==> config.mk <==
export PLATFORM = sky130hd
export DESIGN_NAME = pool2x2_stream
export DESIGN_NICKNAME = d
export VERILOG_FILES = /design/src/rtl/pool_pkg.sv /design/src/rtl/pool2x2_lane.sv /design/src/rtl/pool2x2_stream.sv
export SDC_FILE = /design/constraint.sdc
export NUM_CORES = 1
export LEC_CHECK = 0
export ABC_CLOCK_PERIOD_IN_PS = 5200
export CAP_MARGIN = 30
export CORE_UTILIZATION = 50
export DETAILED_ROUTE_END_ITERATION = 8
export PLACE_DENSITY = 0.7
export SLEW_MARGIN = 20
export SYNTH_ARGS = -nofsm -noshare
export SYNTH_HDL_FRONTEND = slang
export SYNTH_SLANG_ARGS = --single-unit
==> constraint.sdc <==
create_clock -name clk -period 5.2 [get_ports clk]
set_input_delay 0.78 -clock clk [delete_from_list [all_inputs] [get_ports clk]]
set_output_delay 0.78 -clock clk [all_outputs]
set_load 0.01 [all_outputs]
==> src/rtl/pool_pkg.sv <==
// pool_pkg: shared pooling mode constants and counter-width helper
package pool_pkg;
  localparam logic POOL_MAX = 1'b0;
  localparam logic POOL_AVG = 1'b1;
  function automatic int cw(input int n);
    return (n <= 2) ? 1 : $clog2(n);
  endfunction
endpackage

==> src/rtl/pool2x2_lane.sv <==
// pool2x2_lane: one channel of stride-2 2x2 max/average pooling with line buffer
module pool2x2_lane
  import pool_pkg::*;
#(
  parameter int DW = 8,
  parameter int IN_W = 6,
  parameter int SIGNED = 0,
  parameter int IW = cw(IN_W/2)
) (
  input  logic                    clk,
  input  logic                    rst_n,
  input  logic                    vld,
  input  logic                    col_odd,
  input  logic                    row_odd,
  input  logic                    avg,
  input  logic [IW-1:0]           idx,
  input  logic [DW-1:0]           pixel,
  output logic [DW-1:0]           out_data,
  output logic [(IN_W/2)*DW-1:0]  pool_lin
);
  logic [DW-1:0] hold, res;
  logic [DW:0]   lbuf [IN_W/2];
  logic [DW:0]   hx, px, h, lb;
  logic [DW+1:0] vh, vl;
  // Horizontal pair combine, then vertical combine against the buffered row; values are
  // widened with sign or zero fill so a single signed compare serves both number formats
  always_comb begin
    hx  = (SIGNED != 0) ? {hold[DW-1], hold} : {1'b0, hold};
    px  = (SIGNED != 0) ? {pixel[DW-1], pixel} : {1'b0, pixel};
    h   = avg ? hx + px : ($signed(hx) > $signed(px) ? hx : px);
    lb  = lbuf[idx];
    vh  = (SIGNED != 0) ? {h[DW], h} : {1'b0, h};
    vl  = (SIGNED != 0) ? {lb[DW], lb} : {1'b0, lb};
    res = avg ? DW'((vh + vl) >> 2) : ($signed(vh) > $signed(vl) ? h[DW-1:0] : lb[DW-1:0]);
  end
  // Hold even-column pixels, buffer even-row pairs, register pooled results on odd/odd beats
  always_ff @(posedge clk or negedge rst_n) begin
    if (!rst_n) begin
      hold     <= '0;
      out_data <= '0;
      pool_lin <= '0;
      for (int k = 0; k < IN_W/2; k++) lbuf[k] <= '0;
    end else if (vld) begin
      if (!col_odd) hold <= pixel;
      else if (!row_odd) lbuf[idx] <= h;
      else begin
        out_data <= res;
        for (int k = 0; k < IN_W/2; k++)
          if (idx == IW'(k)) pool_lin[k*DW +: DW] <= res;
      end
    end
  end
endmodule

==> src/rtl/pool2x2_stream.sv <==
// pool2x2_stream: CH-channel raster stream 2x2 stride-2 pooling with row/frame strobes
module pool2x2_stream
  import pool_pkg::*;
#(
  parameter int CH = 3,
  parameter int DW = 8,
  parameter int IN_W = 6,
  parameter int IN_H = 6,
  parameter int SIGNED = 0
) (
  input  logic                       clk,
  input  logic                       rst_n,
  input  logic                       in_vld,
  input  logic                       mode,
  input  logic [CH*DW-1:0]           conv_in,
  output logic                       out_vld,
  output logic [CH*DW-1:0]           out_data,
  output logic [CH*(IN_W/2)*DW-1:0]  pool_lin,
  output logic                       row_vld,
  output logic                       frame_done
);
  localparam int CW = cw(IN_W);
  localparam int RW = cw(IN_H);
  localparam int IW = cw(IN_W/2);
  logic [CW-1:0] col;
  logic [RW-1:0] row;
  logic          mode_q, first, avg, last_col, last_row, fire;
  logic [IW-1:0] idx;
  // Position decode; the first beat of a frame uses the live mode input directly
  always_comb begin
    first    = (col == '0) && (row == '0);
    avg      = (first ? mode : mode_q) == POOL_AVG;
    last_col = col == CW'(IN_W-1);
    last_row = row == RW'(IN_H-1);
    fire     = in_vld & col[0] & row[0];
    idx      = IW'(col >> 1);
  end
  // Raster counters and frame mode latch, advancing only on valid beats
  always_ff @(posedge clk or negedge rst_n) begin
    if (!rst_n) begin
      col    <= '0;
      row    <= '0;
      mode_q <= 1'b0;
    end else if (in_vld) begin
      if (first) mode_q <= mode;
      col <= last_col ? '0 : col + 1'b1;
      if (last_col) row <= last_row ? '0 : row + 1'b1;
    end
  end
  // Output strobes aligned with the registered pooled pixel
  always_ff @(posedge clk or negedge rst_n) begin
    if (!rst_n) begin
      out_vld    <= 1'b0;
      row_vld    <= 1'b0;
      frame_done <= 1'b0;
    end else begin
      out_vld    <= fire;
      row_vld    <= fire & last_col;
      frame_done <= fire & last_col & last_row;
    end
  end
  for (genvar c = 0; c < CH; c++) begin : g_lane
    pool2x2_lane #(.DW(DW), .IN_W(IN_W), .SIGNED(SIGNED), .IW(IW)) u_lane (
      .clk      (clk),
      .rst_n    (rst_n),
      .vld      (in_vld),
      .col_odd  (col[0]),
      .row_odd  (row[0]),
      .avg      (avg),
      .idx      (idx),
      .pixel    (conv_in[c*DW +: DW]),
      .out_data (out_data[c*DW +: DW]),
      .pool_lin (pool_lin[c*(IN_W/2)*DW +: (IN_W/2)*DW])
    );
  end
endmodule
### Word-level counts from Yosys, hierarchy flattened

Index checks and enable logic that the tools add are counted.

| storage, ports and cells | value |
|---|---|
| output and inout bits | 99 |
| bits in registers | 211 |
| logic and storage cells | 98 |

| cells by class | value |
|---|---|
| bitwise operators | 7 |
| order comparisons | 8 |
| reduce and logical (&&, ||, !) cells | 12 |
| mux-type cells | 29 |
| add/subtract/negate cells | 8 |
| eq/ne operators | 4 |

Operators by type and width:

| cell | number |
|---|---|
| 2-to-1 mux 9 bit | 10 |
| bitwise mux 27 bit | 3 |
| 2-to-1 mux 8 bit | 9 |
| binary-select mux 9 bit (select 2 bit) | 3 |
| adder 9 x 9 -> 10 bit | 3 |
| adder 8 x 8 -> 9 bit | 3 |
| greater-than comparator 9 bit | 3 |
| greater-than comparator 8 bit | 3 |
| demux 9 bit (select 2 bit) | 1 |
| AND reduction 4 bit | 3 |
| adder 3 x 1 -> 3 bit, second input constant | 2 |
| == test 3 bit, second input constant | 2 |
| logical NOT 3 bit | 2 |
| 2-to-1 mux 3 bit | 2 |
| AND reduction 3 bit | 2 |
| bitwise AND 1 bit | 4 |
| AND reduction 2 bit | 2 |
| >= comparator 3 bit, second input constant | 1 |
| less-than comparator 3 x 1 -> 1 bit, second input constant | 1 |
| NOT 2 -> 3 bit | 1 |
| == test 2 x 1 -> 1 bit, second input constant | 1 |
| == test 2 bit, second input constant | 1 |
| logical AND 1 bit | 2 |
| logical NOT 2 bit | 1 |
| 2 further kinds | 3 |

### Longest topological paths before layout

| logic depth | value |
|---|---|
| depth after elaboration | 7 |
| mapped depth | 19 |

### By module

Synthesis repeated with hierarchy kept, for this count alone.

| unflattened totals | value |
|---|---|
| cells, all modules | 1296 |
| area, all modules | 12982.5 µm² |

Modules (own cells, without submodules):

| module | cells each | instances | sequential area each (µm²) | area an instance (µm²) |
|---|---|---|---|---|
| pool2x2_lane (g_lane[0].u_lane) | 415 | 1 | 1676.6 | 4200.3 |
| pool2x2_lane (g_lane[1].u_lane) | 420 | 1 | 1676.6 | 4190.3 |
| pool2x2_lane (g_lane[2].u_lane) | 428 | 1 | 1676.6 | 4175.3 |
| pool2x2_stream | 33 | 1 | 250.2 | 416.6 |

### Worst setup path after synthesis

No wires, ideal clock.

| timing | value |
|---|---|
| path kind | input port to flip-flop |
| start | in conv_in[13] |
| end | reg g_lane[1].u_lane.pool_lin[15] |
| path slack | 0.762 ns |
| buffers on the path | 1 |
| arrival time | 4.313 ns |
| cell stages on the path | 18 |
| cell sequence | inv_1 -> ha_1 -> a211o_1 -> a21oi_2 -> o211ai_2 -> nand2_2 -> mux2_2 -> o21ai_0 -> inv_1 -> ha_1 -> nand4_1 -> nor2_1 -> a2bb2oi_1 -> o21a_1 -> buf_1 -> nor3_1 -> a311o_1 -> mux2_2 |

| on the way | value |
|---|---|
| longest elaborated chain between the ends | 6 |
| elaborated cells between the ends (all ways) | 8 |
| those cells by class | 2 x add/sub; 2 x order compare; 4 x mux |

RTL lines:

| element | line | source |
|---|---|---|
| start: declaration | pool2x2_stream.sv:15 | `input logic [CH*DW-1:0] conv_in,` |
| greater-than comparator 8 bit (*) | pool2x2_lane.sv:30 | `h = avg ? hx + px : ($signed(hx) > $signed(px) ? hx : px);` |
| 2-to-1 mux 8 bit (*) | pool2x2_lane.sv:30 |  |
| 2-to-1 mux 9 bit (*) | pool2x2_lane.sv:30 |  |
| named net g_lane[1].u_lane.h[2] | pool2x2_lane.sv:23 | `logic [DW:0] hx, px, h, lb;` |
| greater-than comparator 9 bit | pool2x2_lane.sv:34 | `res = avg ? DW'((vh + vl) >> 2) : ($signed(vh) > $signed(vl) ? h[DW-1:0] : lb[DW-1:0]);` |
| 2-to-1 mux 8 bit | pool2x2_lane.sv:34 |  |
| 2-to-1 mux 8 bit (*) | pool2x2_lane.sv:34 |  |
| end signal: indexed assignment | pool2x2_lane.sv:49 | `if (idx == IW'(k)) pool_lin[k*DW +: DW] <= res;` |
| end: declaration | pool2x2_lane.sv:19 | `output logic [(IN_W/2)*DW-1:0] pool_lin` |

Mark *: on every way through the listed nets, which the timed path passes. The rest lies on a longest branch.
A chain may end at the register's enable or synchronous reset.

### Final worst setup path

| timing | value |
|---|---|
| start | in conv_in[1] |
| end | reg g_lane[0].u_lane.pool_lin[12] |

| on the way | value |
|---|---|
| longest elaborated chain between the ends | 6 |
| elaborated cells between the ends (all ways) | 8 |
| those cells by class | 2 x add/sub; 2 x order compare; 4 x mux |

RTL lines:

| element | line |
|---|---|
| greater-than comparator 8 bit | pool2x2_lane.sv:30 |
| 2-to-1 mux 8 bit | pool2x2_lane.sv:30 |
| 2-to-1 mux 9 bit (*) | pool2x2_lane.sv:30 |
| named net g_lane[0].u_lane.h[1] | pool2x2_lane.sv:23 |
| greater-than comparator 9 bit | pool2x2_lane.sv:34 |
| 2-to-1 mux 8 bit | pool2x2_lane.sv:34 |
| 2-to-1 mux 8 bit (*) | pool2x2_lane.sv:34 |
| end signal: indexed assignment | pool2x2_lane.sv:49 |
| end: declaration | pool2x2_lane.sv:19 |

Marks and branches as above.

==> impl_results.md <==
* Status: finished clean
* CP Max Fanout at 13
* Sequential fraction of the synthesis area at 0.405
* GRT Total Usage at 0.288
* Most Used Layer, Global Route: met2
* Design Area, Final at 0.0160 mm²
* Mapped cell area at between 0.01 and 0.015 mm²
* Fin Setup TNS at 0 ns
* RSZ-0062 raised after global routing: false
* Worst-case clock buffer depth at 3
* CP required at 5.66 ns
* Most common cell in the synthesized netlist: dfrtp_1
* Worst setup SP type: primary input
* Synthesized Nets at roughly 1500
* CTS buffer count at 24
* Number of distinct library cells after synthesis at 79
* Slowest CP cell: clkdlybuf4s50_1
* Die Wd at 164 µm
* PostCTS Resize Cnt at 0
* CTS Root Cell: clkbuf_16
* Start point of the critical path: conv_in[1]
* Worst Hold Class: in2async
* Slew Limit Fails at 0
* Die area at 0.0267 mm²
* CP Cell Sequence: clkdlybuf4s50_1, inv_1, ha_1, nor2b_1, o211ai_1, a21oi_1, o21ai_2, mux2_2, mux2i_1, inv_1, ha_1, nor2b_1, o211ai_1, a21oi_1, o21a_1, o22ai_1, a31oi_1, mux2_2
* Final nets at roughly 1700
* Met3 Use GR at 0.0566
* H-tree levels at 1
* Total vias in the final route at 10900
* Clk slew on worst S/H paths at 0.06 ns
* Rows at 58
* Synth-to-layout area growth at 22.8%
* Fmax at 204 MHz
* Cts hold-fix bufs at 0
* Buf/Inv on CP at 3
* FFs w/ async S/R, synth at 1.00
* Ys flop type: dfrtp_1
* Setup Buffers After CTS at 0
* Met2 usage at 0.457
* Synth Warn # at 0
* Max Clock Skew at 0.0137 ns
* Slew margin rel. at 0.387
* Yosys reg bits at 211
* R2R Setup Slk at 0.64 ns
* Final Hold Viols at 0
* Vias/cell at 5.78
* Placeable Area at 0.0254 mm²
* R2R cell count at 16
* Area contributors post-synth: dfrtp_1, ha_1, mux2_2
* Routing usage on met1 at 0.393
* Io pins at 127
* Die H at 164 µm
* Drt drc at 0
* Post-synthesis area per instance at 9.68 µm²
* Crit Reg-Reg Startpoint: g_lane[0].u_lane.hold[1]
* Top post-synthesis cells by count: dfrtp_1, nand2_1, ha_1
* Routability cong. at slightly above 0.9
* Post-synth top area share at 0.405
* Crit Reg-Reg Endpoint: g_lane[0].u_lane.pool_lin[12]
* Initial antenna violation count at 0
* I/O Buffers at 126
* GR Overflow Total at 0
* Max-cap violation count at 0
* Fin crit share at 0.944
* Dpl hpwl at 28100 µm
* # clock sinks at 211
* First-pass DRT Iterations at 5
* Drt total wl at 37800 µm
* Endpoints failing setup at 0
* First-pass GRT wire length at 59700 µm
* CP peak stage delay at 0.49 ns
* Number of flops mapped to enable cells by yosys at 0
* Final min period at 4.91 ns
* Clock latency on the worst-skew pair at 0.53 ns
* Detail Route Antenna Nets at 0
* Crit path kind: in2reg
* Area leader, netlist: dfrtp_1
* Reg area at 0.00528 mm²
* Largest net degree at the start of global routing at 114
* Multi-input logic area at about 0.007 mm²
* Worst path top cell family by delay: compound AO/OA/AOI/OAI gates
* Slew @ Worst Pin at between 0.9 and 1 ns
* Drt initial violations at slightly below 1000
* Arrival @ worst endpoint at 5.37 ns
* Layout cells sized above 1 at 0.177
* Ant. Diodes at 0
* Post-DP Area at 0.0152 mm²
* Vias in the first global route at 10900
* Synth Instances at between 1000 and 1500
* Number of fill cells at 2127
* CTS tree: done
* Initial Utilization at 0.513
* Critical Path Sink Type: flip-flop
* Wire length per cell at 20.1 µm
==> worst reg2reg max path, stage by stage (launching register included) <==
cell and delay, ns:
dfrtp_1 0.45, ha_1 0.33, nor2b_1 0.14, o211ai_1 0.27, a21oi_1 0.16, o21ai_2 0.36, mux2_2 0.40, mux2i_1 0.26
inv_1 0.11, ha_1 0.33, nor2b_1 0.14, o211ai_1 0.09, a21oi_1 0.15, o21a_1 0.48, o22ai_1 0.18, a31oi_1 0.40
mux2_2 0.25
==> kinds of logic (layout without fill, tap and decap cells) <==
family,after synthesis,count (layout),synth area share
mux,144,144,0.121
buf+inv,159,362,0.0511
compound gates,343,343,0.173
simple gates,346,346,0.121
xor+xnor,36,36,0.0242
fa+ha+maj,108,108,0.105
flops,211,211,0.405
==> worst max path at each step <==
stage / depth (start not counted) / slack, ns / end
CTS: 18 / 0.36 / g_lane[0].u_lane.pool_lin[12]
detailed placement: 18 / -0.16 / g_lane[0].u_lane.pool_lin[12]
global placement: 18 / -0.004 / g_lane[0].u_lane.out_data[0]
finish: 18 / 0.29 / g_lane[0].u_lane.pool_lin[12]
floorplan: 18 / 0.76 / g_lane[1].u_lane.pool_lin[15]
global route: 18 / 0.05 / g_lane[0].u_lane.pool_lin[12]
==> flip-flops by register name, summed over array words and instances, names as in the netlist <==
register,cells
g_lane.u_lane.hold,24
mode_q,1
frame_done,1
g_lane.u_lane.pool_lin,72
row,3
out_vld,1
g_lane.u_lane.lbuf,81
col,3
g_lane.u_lane.out_data,24
row_vld,1
==> through the flow <==
stage / util / std cells / hold slack (ns) / worst slack, ns
after floorplan: - / 1347 / 0.449 / 0.762
after global placement: 0.597 / 1836 / 0.461 / -0.00371
after detailed placement: 0.598 / 1838 / 0.470 / -0.158
after CTS: 0.631 / 1880 / 0.377 / 0.361
after global routing: 0.631 / 1880 / 0.399 / 0.0535
final: 0.631 / 1880 / 0.329 / 0.290
==> per-layer routing <==
layer / up-vias / wire length, µm
met5: - / 0
met2: 352 / 17100
li1: 5130 / -
met4: 0 / 1230
met1: 5311 / 16800
met3: 74 / 2670
==> cell usage in the layout (no fill, tap or decap), types with 6 or more instances in the layout <==
master	count
xnor2_1	26
ha_1	105
xor2_1	10
nand2_1	144
or3_1	6
a21oi_1	77
nand2b_1	12
clkbuf_8	8
nand3_1	18
buf_4	94
a31oi_1	16
nor3_1	16
o221ai_1	18
nor2_1	90
mux2_2	94
mux2i_1	48
clkdlybuf4s50_1	125
o22ai_1	6
o21ai_1	16
o21ai_0	94
o211ai_1	6
dfrtp_1	210
clkbuf_16	25
o21bai_1	9
o31ai_1	12
o21a_1	11
a21o_1	14
a221oi_1	8
nand4_1	10
inv_1	95
nor2b_1	12
==> area by class of cell <==
class,count,share of cell area
multi-input cells,977,0.443
repair buffers,224,0.127
well taps,330,0.0258
clock buffers,34,0.0455
clock inverters,8,0.00625
inverters,96,0.0225
flip-flops and latches,211,0.330
Power is left out: the tool's default activity adds up to more than one toggle a clock period on the data nets, which glitch-free logic cannot reach.
